===== config.mk =====
export PLATFORM = sky130hd
export DESIGN_NAME = rpi_bus_bridge_flat
export DESIGN_NICKNAME = d
export VERILOG_FILES = /design/src/rtl/rpi_bridge_pkg.sv /design/src/rtl/rpi_bus_bridge_if.sv /design/src/rtl/pin_sync.sv /design/src/rtl/rpi_bus_bridge.sv /design/src/flat_wrapper.sv
export SDC_FILE = /design/constraint.sdc
export NUM_CORES = 1
export LEC_CHECK = 0
export BUFFER_PORTS_ARGS = -buffer_cell sky130_fd_sc_hd__clkbuf_2
export CORE_ASPECT_RATIO = 1.2
export CORE_MARGIN = 4
export CORE_UTILIZATION = 40
export DETAILED_ROUTE_END_ITERATION = 12
export HOLD_SLACK_MARGIN = 0.03
export PLACE_DENSITY = 0.65
export SYNTH_ARGS = -nofsm -noshare
export SYNTH_HDL_FRONTEND = slang
export SYNTH_SLANG_ARGS = --single-unit

===== constraint.sdc =====
create_clock -name ref_clk -period 2.46 [get_ports ref_clk]
set_input_delay 0.738 -clock ref_clk [delete_from_list [all_inputs] [get_ports ref_clk]]
set_output_delay 0.738 -clock ref_clk [all_outputs]
set_load 0.03 [all_outputs]

===== src/rtl/rpi_bridge_pkg.sv =====
// rtl/rpi_bridge_pkg.sv - shared types and constants for the RPi parallel bus bridge
package rpi_bridge_pkg;

    localparam int BUS_AW = 2;
    localparam int BUS_DW = 8;

    localparam logic [BUS_DW-1:0] TIMEOUT_DATA = 8'hFF;

    typedef enum logic [1:0] {
        IDLE,
        REQ,
        HOLD
    } bridge_state_e;

endpackage


===== src/rtl/rpi_bus_bridge_if.sv =====
// rtl/rpi_bus_bridge_if.sv - RPi pin bus plus wishbone request bundle
// slave: the bridge itself; master: the RPi pins and the UART wishbone slave around it.
interface rpi_bus_bridge_if;
    import rpi_bridge_pkg::*;

    logic              pin_clk;
    logic              pin_cs;
    logic              pin_we;
    logic [BUS_AW-1:0] pin_addr;
    logic [BUS_DW-1:0] pin_data_in;
    logic [BUS_DW-1:0] pin_data_out;
    logic              pin_ack;

    logic [BUS_AW-1:0] wb_addr;
    logic [BUS_DW-1:0] wb_data_out;
    logic [BUS_DW-1:0] wb_data_in;
    logic              wb_we;
    logic              wb_stb;
    logic              wb_cyc;
    logic              wb_ack;

    modport slave (
        input  pin_clk, pin_cs, pin_we, pin_addr, pin_data_in, wb_data_in, wb_ack,
        output pin_data_out, pin_ack, wb_addr, wb_data_out, wb_we, wb_stb, wb_cyc
    );

    modport master (
        output pin_clk, pin_cs, pin_we, pin_addr, pin_data_in, wb_data_in, wb_ack,
        input  pin_data_out, pin_ack, wb_addr, wb_data_out, wb_we, wb_stb, wb_cyc
    );

endinterface


===== src/rtl/pin_sync.sv =====
// rtl/pin_sync.sv - WIDTH-bit, STAGES-deep flop synchroniser with async active-low reset
module pin_sync #(
    parameter int WIDTH  = 1,
    parameter int STAGES = 2
) (
    input  logic             clk,
    input  logic             rst_n,
    input  logic [WIDTH-1:0] d_i,
    output logic [WIDTH-1:0] q_o
);

    logic [WIDTH-1:0] sync_q [STAGES];

    always_ff @(posedge clk or negedge rst_n) begin
        if (!rst_n) begin
            for (int i = 0; i < STAGES; i++) sync_q[i] <= '0;
        end else begin
            sync_q[0] <= d_i;
            for (int i = 1; i < STAGES; i++) sync_q[i] <= sync_q[i-1];
        end
    end

    assign q_o = sync_q[STAGES-1];

endmodule


===== src/rtl/rpi_bus_bridge.sv =====
// rtl/rpi_bus_bridge.sv - RPi parallel bus to wishbone bridge, one wb cycle per pin_clk rise
// Optional pin_clk glitch filter: define RPI_BRIDGE_GLITCH_FILTER_EN.
module rpi_bus_bridge
    import rpi_bridge_pkg::*;
#(
    parameter int SYNC_STAGES    = 2,
    parameter int TIMEOUT_CYCLES = 255
) (
    input  logic            ref_clk,
    input  logic            reset_n,
    rpi_bus_bridge_if.slave bus,
    output logic            timeout
);

    localparam int SYNC_W = 3 + BUS_AW + BUS_DW;
    localparam int CNT_W  = $clog2(TIMEOUT_CYCLES + 1);
    localparam logic [CNT_W-1:0] CNT_LIMIT = CNT_W'(TIMEOUT_CYCLES);

    logic              clk_s, cs_s, we_s;
    logic [BUS_AW-1:0] addr_s;
    logic [BUS_DW-1:0] data_s;
    logic              clk_rise;

    pin_sync #(
        .WIDTH  (SYNC_W),
        .STAGES (SYNC_STAGES)
    ) u_pin_sync (
        .clk   (ref_clk),
        .rst_n (reset_n),
        .d_i   ({bus.pin_clk, bus.pin_cs, bus.pin_we, bus.pin_addr, bus.pin_data_in}),
        .q_o   ({clk_s, cs_s, we_s, addr_s, data_s})
    );

`ifdef RPI_BRIDGE_GLITCH_FILTER_EN
    // Rise only after three low samples followed by three high samples.
    logic [4:0] clk_hist_q;

    always_ff @(posedge ref_clk or negedge reset_n) begin
        if (!reset_n) clk_hist_q <= '0;
        else          clk_hist_q <= {clk_hist_q[3:0], clk_s};
    end

    assign clk_rise = clk_s & clk_hist_q[0] & clk_hist_q[1]
                    & ~clk_hist_q[2] & ~clk_hist_q[3] & ~clk_hist_q[4];
`else
    logic clk_d_q;

    always_ff @(posedge ref_clk or negedge reset_n) begin
        if (!reset_n) clk_d_q <= 1'b0;
        else          clk_d_q <= clk_s;
    end

    assign clk_rise = clk_s & ~clk_d_q;
`endif

    bridge_state_e     state_q;
    logic [CNT_W-1:0]  cnt_q, cnt_d;
    logic              stb_q, we_q, ack_q, timeout_q;
    logic [BUS_AW-1:0] addr_q;
    logic [BUS_DW-1:0] wdata_q, rdata_q;

    assign cnt_d = (cnt_q == '1) ? cnt_q : cnt_q + CNT_W'(1);

    always_ff @(posedge ref_clk or negedge reset_n) begin
        if (!reset_n) begin
            state_q   <= IDLE;
            cnt_q     <= '0;
            stb_q     <= 1'b0;
            we_q      <= 1'b0;
            ack_q     <= 1'b0;
            timeout_q <= 1'b0;
            addr_q    <= '0;
            wdata_q   <= '0;
            rdata_q   <= '0;
        end else begin
            timeout_q <= 1'b0;
            case (state_q)
                IDLE: begin
                    if (clk_rise && cs_s) begin
                        addr_q  <= addr_s;
                        we_q    <= we_s;
                        wdata_q <= data_s;
                        stb_q   <= 1'b1;
                        cnt_q   <= '0;
                        state_q <= REQ;
                    end
                end
                REQ: begin
                    cnt_q <= cnt_d;
                    // Ack has priority over an expiring counter; a dropped cs skips HOLD.
                    if (bus.wb_ack) begin
                        stb_q   <= 1'b0;
                        ack_q   <= cs_s;
                        state_q <= cs_s ? HOLD : IDLE;
                        if (!we_q) rdata_q <= bus.wb_data_in;
                    end else if (cnt_d >= CNT_LIMIT) begin
                        stb_q     <= 1'b0;
                        timeout_q <= 1'b1;
                        rdata_q   <= TIMEOUT_DATA;
                        ack_q     <= cs_s;
                        state_q   <= cs_s ? HOLD : IDLE;
                    end
                end
                HOLD: begin
                    if (!cs_s) begin
                        ack_q   <= 1'b0;
                        state_q <= IDLE;
                    end
                end
                default: state_q <= IDLE;
            endcase
        end
    end

    assign bus.wb_addr      = addr_q;
    assign bus.wb_data_out  = wdata_q;
    assign bus.wb_we        = we_q;
    assign bus.wb_stb       = stb_q;
    assign bus.wb_cyc       = stb_q;
    assign bus.pin_data_out = rdata_q;
    assign bus.pin_ack      = ack_q;
    assign timeout          = timeout_q;

endmodule


===== src/flat_wrapper.sv =====
// flat-port wrapper written by rule: the top's interface ports become plain ports
module rpi_bus_bridge_flat import rpi_bridge_pkg::*;
#(
    parameter int SYNC_STAGES    = 2,
    parameter int TIMEOUT_CYCLES = 255
)
  (ref_clk, reset_n, timeout, bus_pin_clk, bus_pin_cs, bus_pin_we, bus_pin_addr, bus_pin_data_in, bus_wb_data_in, bus_wb_ack, bus_pin_data_out, bus_pin_ack, bus_wb_addr, bus_wb_data_out, bus_wb_we, bus_wb_stb, bus_wb_cyc);
  rpi_bus_bridge_if bus_i ();
  input  logic ref_clk;
  input  logic reset_n;
  output logic timeout;
  input wire logic [$bits(bus_i.pin_clk)-1:0] bus_pin_clk;
  input wire logic [$bits(bus_i.pin_cs)-1:0] bus_pin_cs;
  input wire logic [$bits(bus_i.pin_we)-1:0] bus_pin_we;
  input wire logic [$bits(bus_i.pin_addr)-1:0] bus_pin_addr;
  input wire logic [$bits(bus_i.pin_data_in)-1:0] bus_pin_data_in;
  input wire logic [$bits(bus_i.wb_data_in)-1:0] bus_wb_data_in;
  input wire logic [$bits(bus_i.wb_ack)-1:0] bus_wb_ack;
  output wire logic [$bits(bus_i.pin_data_out)-1:0] bus_pin_data_out;
  output wire logic [$bits(bus_i.pin_ack)-1:0] bus_pin_ack;
  output wire logic [$bits(bus_i.wb_addr)-1:0] bus_wb_addr;
  output wire logic [$bits(bus_i.wb_data_out)-1:0] bus_wb_data_out;
  output wire logic [$bits(bus_i.wb_we)-1:0] bus_wb_we;
  output wire logic [$bits(bus_i.wb_stb)-1:0] bus_wb_stb;
  output wire logic [$bits(bus_i.wb_cyc)-1:0] bus_wb_cyc;
  assign bus_i.pin_clk = bus_pin_clk;
  assign bus_i.pin_cs = bus_pin_cs;
  assign bus_i.pin_we = bus_pin_we;
  assign bus_i.pin_addr = bus_pin_addr;
  assign bus_i.pin_data_in = bus_pin_data_in;
  assign bus_i.wb_data_in = bus_wb_data_in;
  assign bus_i.wb_ack = bus_wb_ack;
  assign bus_pin_data_out = bus_i.pin_data_out;
  assign bus_pin_ack = bus_i.pin_ack;
  assign bus_wb_addr = bus_i.wb_addr;
  assign bus_wb_data_out = bus_i.wb_data_out;
  assign bus_wb_we = bus_i.wb_we;
  assign bus_wb_stb = bus_i.wb_stb;
  assign bus_wb_cyc = bus_i.wb_cyc;
  rpi_bus_bridge #(.SYNC_STAGES(SYNC_STAGES), .TIMEOUT_CYCLES(TIMEOUT_CYCLES)) u_core (.ref_clk(ref_clk), .reset_n(reset_n), .bus(bus_i), .timeout(timeout));
endmodule

# Word level (Yosys, flattened, before mapping)
# Cells that the tools add are included.
# Widths: inputs -> output; s select.
# totals
reg_bits	59
latchBits	0
ramBits	0
rom_bits	0
inputBits	24
output_inout_bits	23
word_cells	57
memories	0
# op_classes
add_sub_neg	1
n_mul	0
div_mod_pow	0
magnitude_cmp	1
eq_ne	7
n_shift	0
muxes	23
bitwise_logic	2
reduce_logical	11
# op_table
cell	n
$mux 8	5
$pmux 8 s2	1
$reduce_and 3->1	4
$mux 2	5
$mux 1	9
$add 8x1->8 const B	1
$eq 8x8->1 const B	1
$ge 8x8->1 const B	1
$pmux 2 s3	1
$reduce_bool 2->1	3
$ne 2x2->1 const B	2
$pmux 1 s2	2
$reduce_and 2->1	2
$ne 3x2->1 const B	1
$eq 2x1->1 const B	1
$eq 2x2->1 const B	1
$logic_not 2->1	1
$ne 2x1->1 const B	1
$and 1x1->1	1
$logic_and 1x1->1	1
$not 1->1	1

# Depth between registers and ports, before layout
# depth
depth_word	6
depth_mapped	6
ltp_nobuf	6

# Modules after synthesis
# A second synthesis with hierarchy kept.
# unflattened
hier_cells	210
hier_area_um2	2509.9
# by_module_without_submodules
module	n_inst	cells_each	area_each_um2	seq_area_each_um2
rpi_bus_bridge	1	171	1761.7	825.8
pin_sync	1	39	748.2	650.6

# Worst setup path after synthesis
# Ideal clock, no wire load.
# synth_path
path_type	reg2reg
startpoint	reg u_core.cnt_q[0]
endpoint	reg u_core.ack_q (netlist: u_core.bus.pin_ack)
setup_time_ps	120
arrival_ps	1626
required_time_ps	2340
slack_ps	714
path_stages_with_launch	7
period_less_slack_ps	1746
cell_sequence	dfrtp_1 ha_1 nand2_1 mux2i_1 a2111oi_4 a21oi_1 o211a_1
# synth_between
elab_chain_len	5
word_cells_on_any_way	6
# synth_rtl
item	line	source
start, declared	rpi_bus_bridge.sv:57	logic [CNT_W-1:0] cnt_q, cnt_d;
start signal, assigned	rpi_bus_bridge.sv:89	cnt_q <= cnt_d;
$add 8x1->8 or $eq 8x8->1 (tied branches)	rpi_bus_bridge.sv:62	assign cnt_d = (cnt_q == '1) ? cnt_q : cnt_q + CNT_W'(1);
$mux 8 (*)	rpi_bus_bridge.sv:62	
$ge 8x8->1 (*)	rpi_bus_bridge.sv:96	end else if (cnt_d >= CNT_LIMIT) begin
$ne 3x2->1 (no line) (*)	n/a	
$reduce_and 3->1 (no line) (*)	n/a	
end signal, assigned	rpi_bus_bridge.sv:93	ack_q <= cs_s;
end signal, assigned	rpi_bus_bridge.sv:100	ack_q <= cs_s;
end, declared	rpi_bus_bridge.sv:58	logic stb_q, we_q, ack_q, timeout_q;
# Every way passes the cells marked *; elsewhere a longest branch is shown, timed or not.
# A chain may end at the register's enable or synchronous reset.

# Worst setup path after layout
# layout_path
startpoint	reg u_core.cnt_q[0]
endpoint	reg u_core.rdata_q[4] (netlist: u_core.bus.pin_data_out[4])
# layout_between
elab_chain_len	5
word_cells_on_any_way	6
# layout_rtl
item	line	source
$add 8x1->8 or $eq 8x8->1 (tied branches)	rpi_bus_bridge.sv:62	
$mux 8 (*)	rpi_bus_bridge.sv:62	
$ge 8x8->1 (*)	rpi_bus_bridge.sv:96	
$reduce_bool 2->1 (no line) (*)	n/a	
$reduce_and 3->1 (no line) (*)	n/a	
end signal, assigned	rpi_bus_bridge.sv:95	if (!we_q) rdata_q <= bus.wb_data_in;
end, declared	rpi_bus_bridge.sv:60	logic [BUS_DW-1:0] wdata_q, rdata_q;
# Marked as above.

==> flow_summary.json <==
{
  "status": "finished, final reports clean",
  "start_kind": "register",
  "synthAdderAreaFrac": 0.00532,
  "yosys.area.top_type": "dfrtp_1",
  "final_max_slew_viol_count": 0,
  "totalWireLength_um": 4430,
  "clk_latency_ps": 340,
  "p_comb_frac": 0.204,
  "ir_drop_mv": 0.636,
  "synth_compound_area_frac": 0.167,
  "clockBufferDepth": 2,
  "finClkSkew_ps": 5.93,
  "r2r_end": "u_core.bus.pin_data_out[4]",
  "pre_cts_ws_ps": 528,
  "worst_pin_slew_ps": 610,
  "finalWorstSetupSlack_ps": 496,
  "slew_headroom": 0.594,
  "grt_max_degree": 40,
  "r2r_start": "u_core.cnt_q[0]",
  "hold-path-cell-count": 0,
  "multi_input_area_um2": 806,
  "ff_latch_area_um2": 1480,
  "vias_per_cell": 4.91,
  "syn_nets": 235,
  "period_share": 0.798,
  "gr-total-overflow": 0,
  "synth-simple-area-share": 0.161,
  "postCtsSetupBuffers": 0,
  "die_y_um": 92.0,
  "antenna_found_initial": 0,
  "cts_buffers": 9,
  "synthCells": 210,
  "synth_cell_types": 43,
  "hpwl_um": 3080,
  "pwr-share-clk": 0.340,
  "synthTopCellsByCount": "dfrtp_1 (59), nand2_1 (38), nor2_1 (24)",
  "synth_mux_area_frac": 0.00904,
  "cp_max_fo": 10,
  "synth_xor_area_frac": 0,
  "rr_worst_depth": 6,
  "setup_violations": 0,
  "first_global_vias": 1707,
  "p_int_w": 0.00176,
  "htreeDepth": 3,
  "cts_tree": "yes",
  "rrSetupSlack_ps": 500,
  "path_class": "reg -> reg",
  "p_leak_nw": 1.37,
  "dr_total_vias": 1689,
  "synth_edf_count": 0,
  "synth_top_family_by_area": "compound AO/OA/AOI/OAI gates",
  "io_buffer_count": 46,
  "design_area_um2": 2870,
  "core-area_um2": 5670,
  "syn_area_per_cell_um2": 11.2,
  "crit_arrival_ps": 2210,
  "hold_path.startpoint": "u_core.u_pin_sync.sync_q[18]",
  "antenna_cells": 0,
  "hold_end": "u_core.u_pin_sync.q_o[5]",
  "post_drt_wl_per_cell_um": 12.9,
  "synth_seq_area_share": 0.628,
  "hold_class": "reg -> reg",
  "detail-route-antenna-nets": 0,
  "fin_nets": 284,
  "place_area_um2": 2670,
  "cts_hold_buf": 0,
  "die-area_um2": 7180,
  "synth_flop_cell": "dfrtp_1",
  "swShare": 0.324,
  "drtIter0Drc": 65,
  "place.gp.congestion": 0.832,
  "synth_area_um2": 2350,
  "layout_min_cycle_time_ps": 1960,
  "cts_sinks": 59,
  "start_util": 0.415,
  "powerDensity_nw_per_um2": 909,
  "power_switching_w": 0.000845,
  "cts-resized-gates": 0,
  "end_kind": "register",
  "ioPinCount": 47,
  "drive_gt1_frac": 0.303,
  "utilization": 0.506,
  "drtPass1Iterations": 4,
  "drcViolationCount": 0,
  "fp.dieW_um": 78.0,
  "tns_ps": 0,
  "clockRootBuffer": "clkbuf_8",
  "rows": 30,
  "crit_required_ps": 2700,
  "ys_ff_latch": 59,
  "hold_viol_final": 0,
  "synthArstFlopShare": 1.00,
  "fillers": 515,
  "rsz0062_at_grt": "no",
  "seq_power_share": 0.456,
  "grt_pass1_wl_um": 7800,
  "synthToLayoutAreaGrowth_pct": 21.9,
  "yosys.area.top_type_share": 0.628,
  "fmax_ghz": 0.509,
  "clkTransAtPathRegs_ps": 70,
  "synth_area_leaders": "dfrtp_1 (63%), nand2_1 (6.1%), a221oi_2 (4.5%)",
  "track_usage": 0.141,
  "synth.most_common_cell": "dfrtp_1",
  "synth_warnings": 0,
  "cap_violations": 0
}
[per-layer routing]
metal | track usage | wire length [um] | up-vias
li1 | - | - | 836
met5 | 0 | 0 | -
met2 | 0.223 | 2220 | 38
met1 | 0.166 | 1860 | 799
met4 | 0.0889 | 163 | 0
met3 | 0.0432 | 189 | 16
[per-stage QoR]
step	std cells	power, W	hold WS (ps)
2_1_floorplan	210	0.00158	331
3_3_place_gp	328	0.00174	331
3_5_place_dp	328	0.00175	335
4_1_cts	344	0.00265	348
5_1_grt	344	0.00276	355
6_report	344	0.00261	347
[flip-flops by register name, indices dropped and copies added (netlist names)]
signal                    cells
u_core.clk_d_q                1
u_core.bus.wb_addr            2
u_core.bus.wb_data_out        8
u_core.timeout                1
u_core.u_pin_sync.q_o        13
u_core.bus.pin_ack            1
u_core.bus.wb_we              1
u_core.bus.wb_cyc             1
u_core.u_pin_sync.sync_q     13
u_core.state_q                2
u_core.cnt_q                  8
u_core.bus.pin_data_out       8
[cells in the final DEF, fill, tap and decap left out, types with 2 or more instances in the layout]
| cell | netlist | routed |
|---|---|---|
| a211oi_1 | 2 | 2 |
| a21oi_1 | 8 | 8 |
| a221oi_2 | 7 | 7 |
| a31oi_1 | 3 | 3 |
| and2_1 | 2 | 2 |
| and3_1 | 2 | 2 |
| buf_4 | 2 | 2 |
| clkbuf_2 | 0 | 46 |
| clkbuf_8 | 0 | 10 |
| clkinv_2 | 0 | 2 |
| clkinvlp_4 | 0 | 2 |
| dfrtp_1 | 59 | 59 |
| inv_1 | 4 | 4 |
| nand2_1 | 38 | 38 |
| nand3_1 | 4 | 4 |
| nor2_1 | 24 | 24 |
| nor2b_1 | 2 | 2 |
| nor3_1 | 3 | 3 |
| o21ai_0 | 9 | 9 |
| o22ai_1 | 7 | 7 |
[cells by family after synthesis]
| logic type | Yosys count |
|---|---|
| buf+inv | 16 |
| flops | 59 |
| compound gates | 48 |
| simple gates | 84 |
| fa+ha+maj | 1 |
| mux | 2 |
[power groups by stage]
| stage | Sequential, W | Combinational, W | Clock, W |
|---|---|---|---|
| after floorplan | 0.00131 | 0.000270 | 0 |
| after CTS | 0.00119 | 0.000543 | 0.000911 |
| after global routing | 0.00121 | 0.000594 | 0.000959 |
| after global placement | 0.00121 | 0.000535 | 0 |
| final | 0.00119 | 0.000532 | 0.000886 |
| after detailed placement | 0.00121 | 0.000541 | 0 |
[final cells by class]
type                    instances  area share
clock inverters                 6      0.0223
inverters                       5     0.00654
clock buffers                  10      0.0480
repair buffers                 49      0.0925
multi-input cells             135       0.281
flip-flops and latches         59       0.515
well taps                      80      0.0349
[how the worst max path moves through the flow]
stage / start / endpoint / slack, ps / depth (start not counted)
3_5_place_dp: u_core.cnt_q[0] / u_core.bus.pin_data_out[4] / 530 / 6
5_1_grt: u_core.cnt_q[0] / u_core.bus.pin_data_out[1] / 360 / 6
3_3_place_gp: u_core.cnt_q[0] / u_core.bus.pin_data_out[1] / 580 / 6
6_report: u_core.cnt_q[0] / u_core.bus.pin_data_out[4] / 500 / 6
4_1_cts: u_core.cnt_q[0] / u_core.bus.pin_data_out[4] / 500 / 6
2_1_floorplan: u_core.cnt_q[0] / u_core.bus.pin_ack / 710 / 6
[worst max-delay path, cell delays in order, from the launching register on]
cell and delay (ps):
dfrtp_1 430, ha_1 290, nand2_1 140, or3_1 370
o21ai_2 220, nand2_4 160, a221oi_2 270
Note: power is estimated with default switching activity, not from simulation.
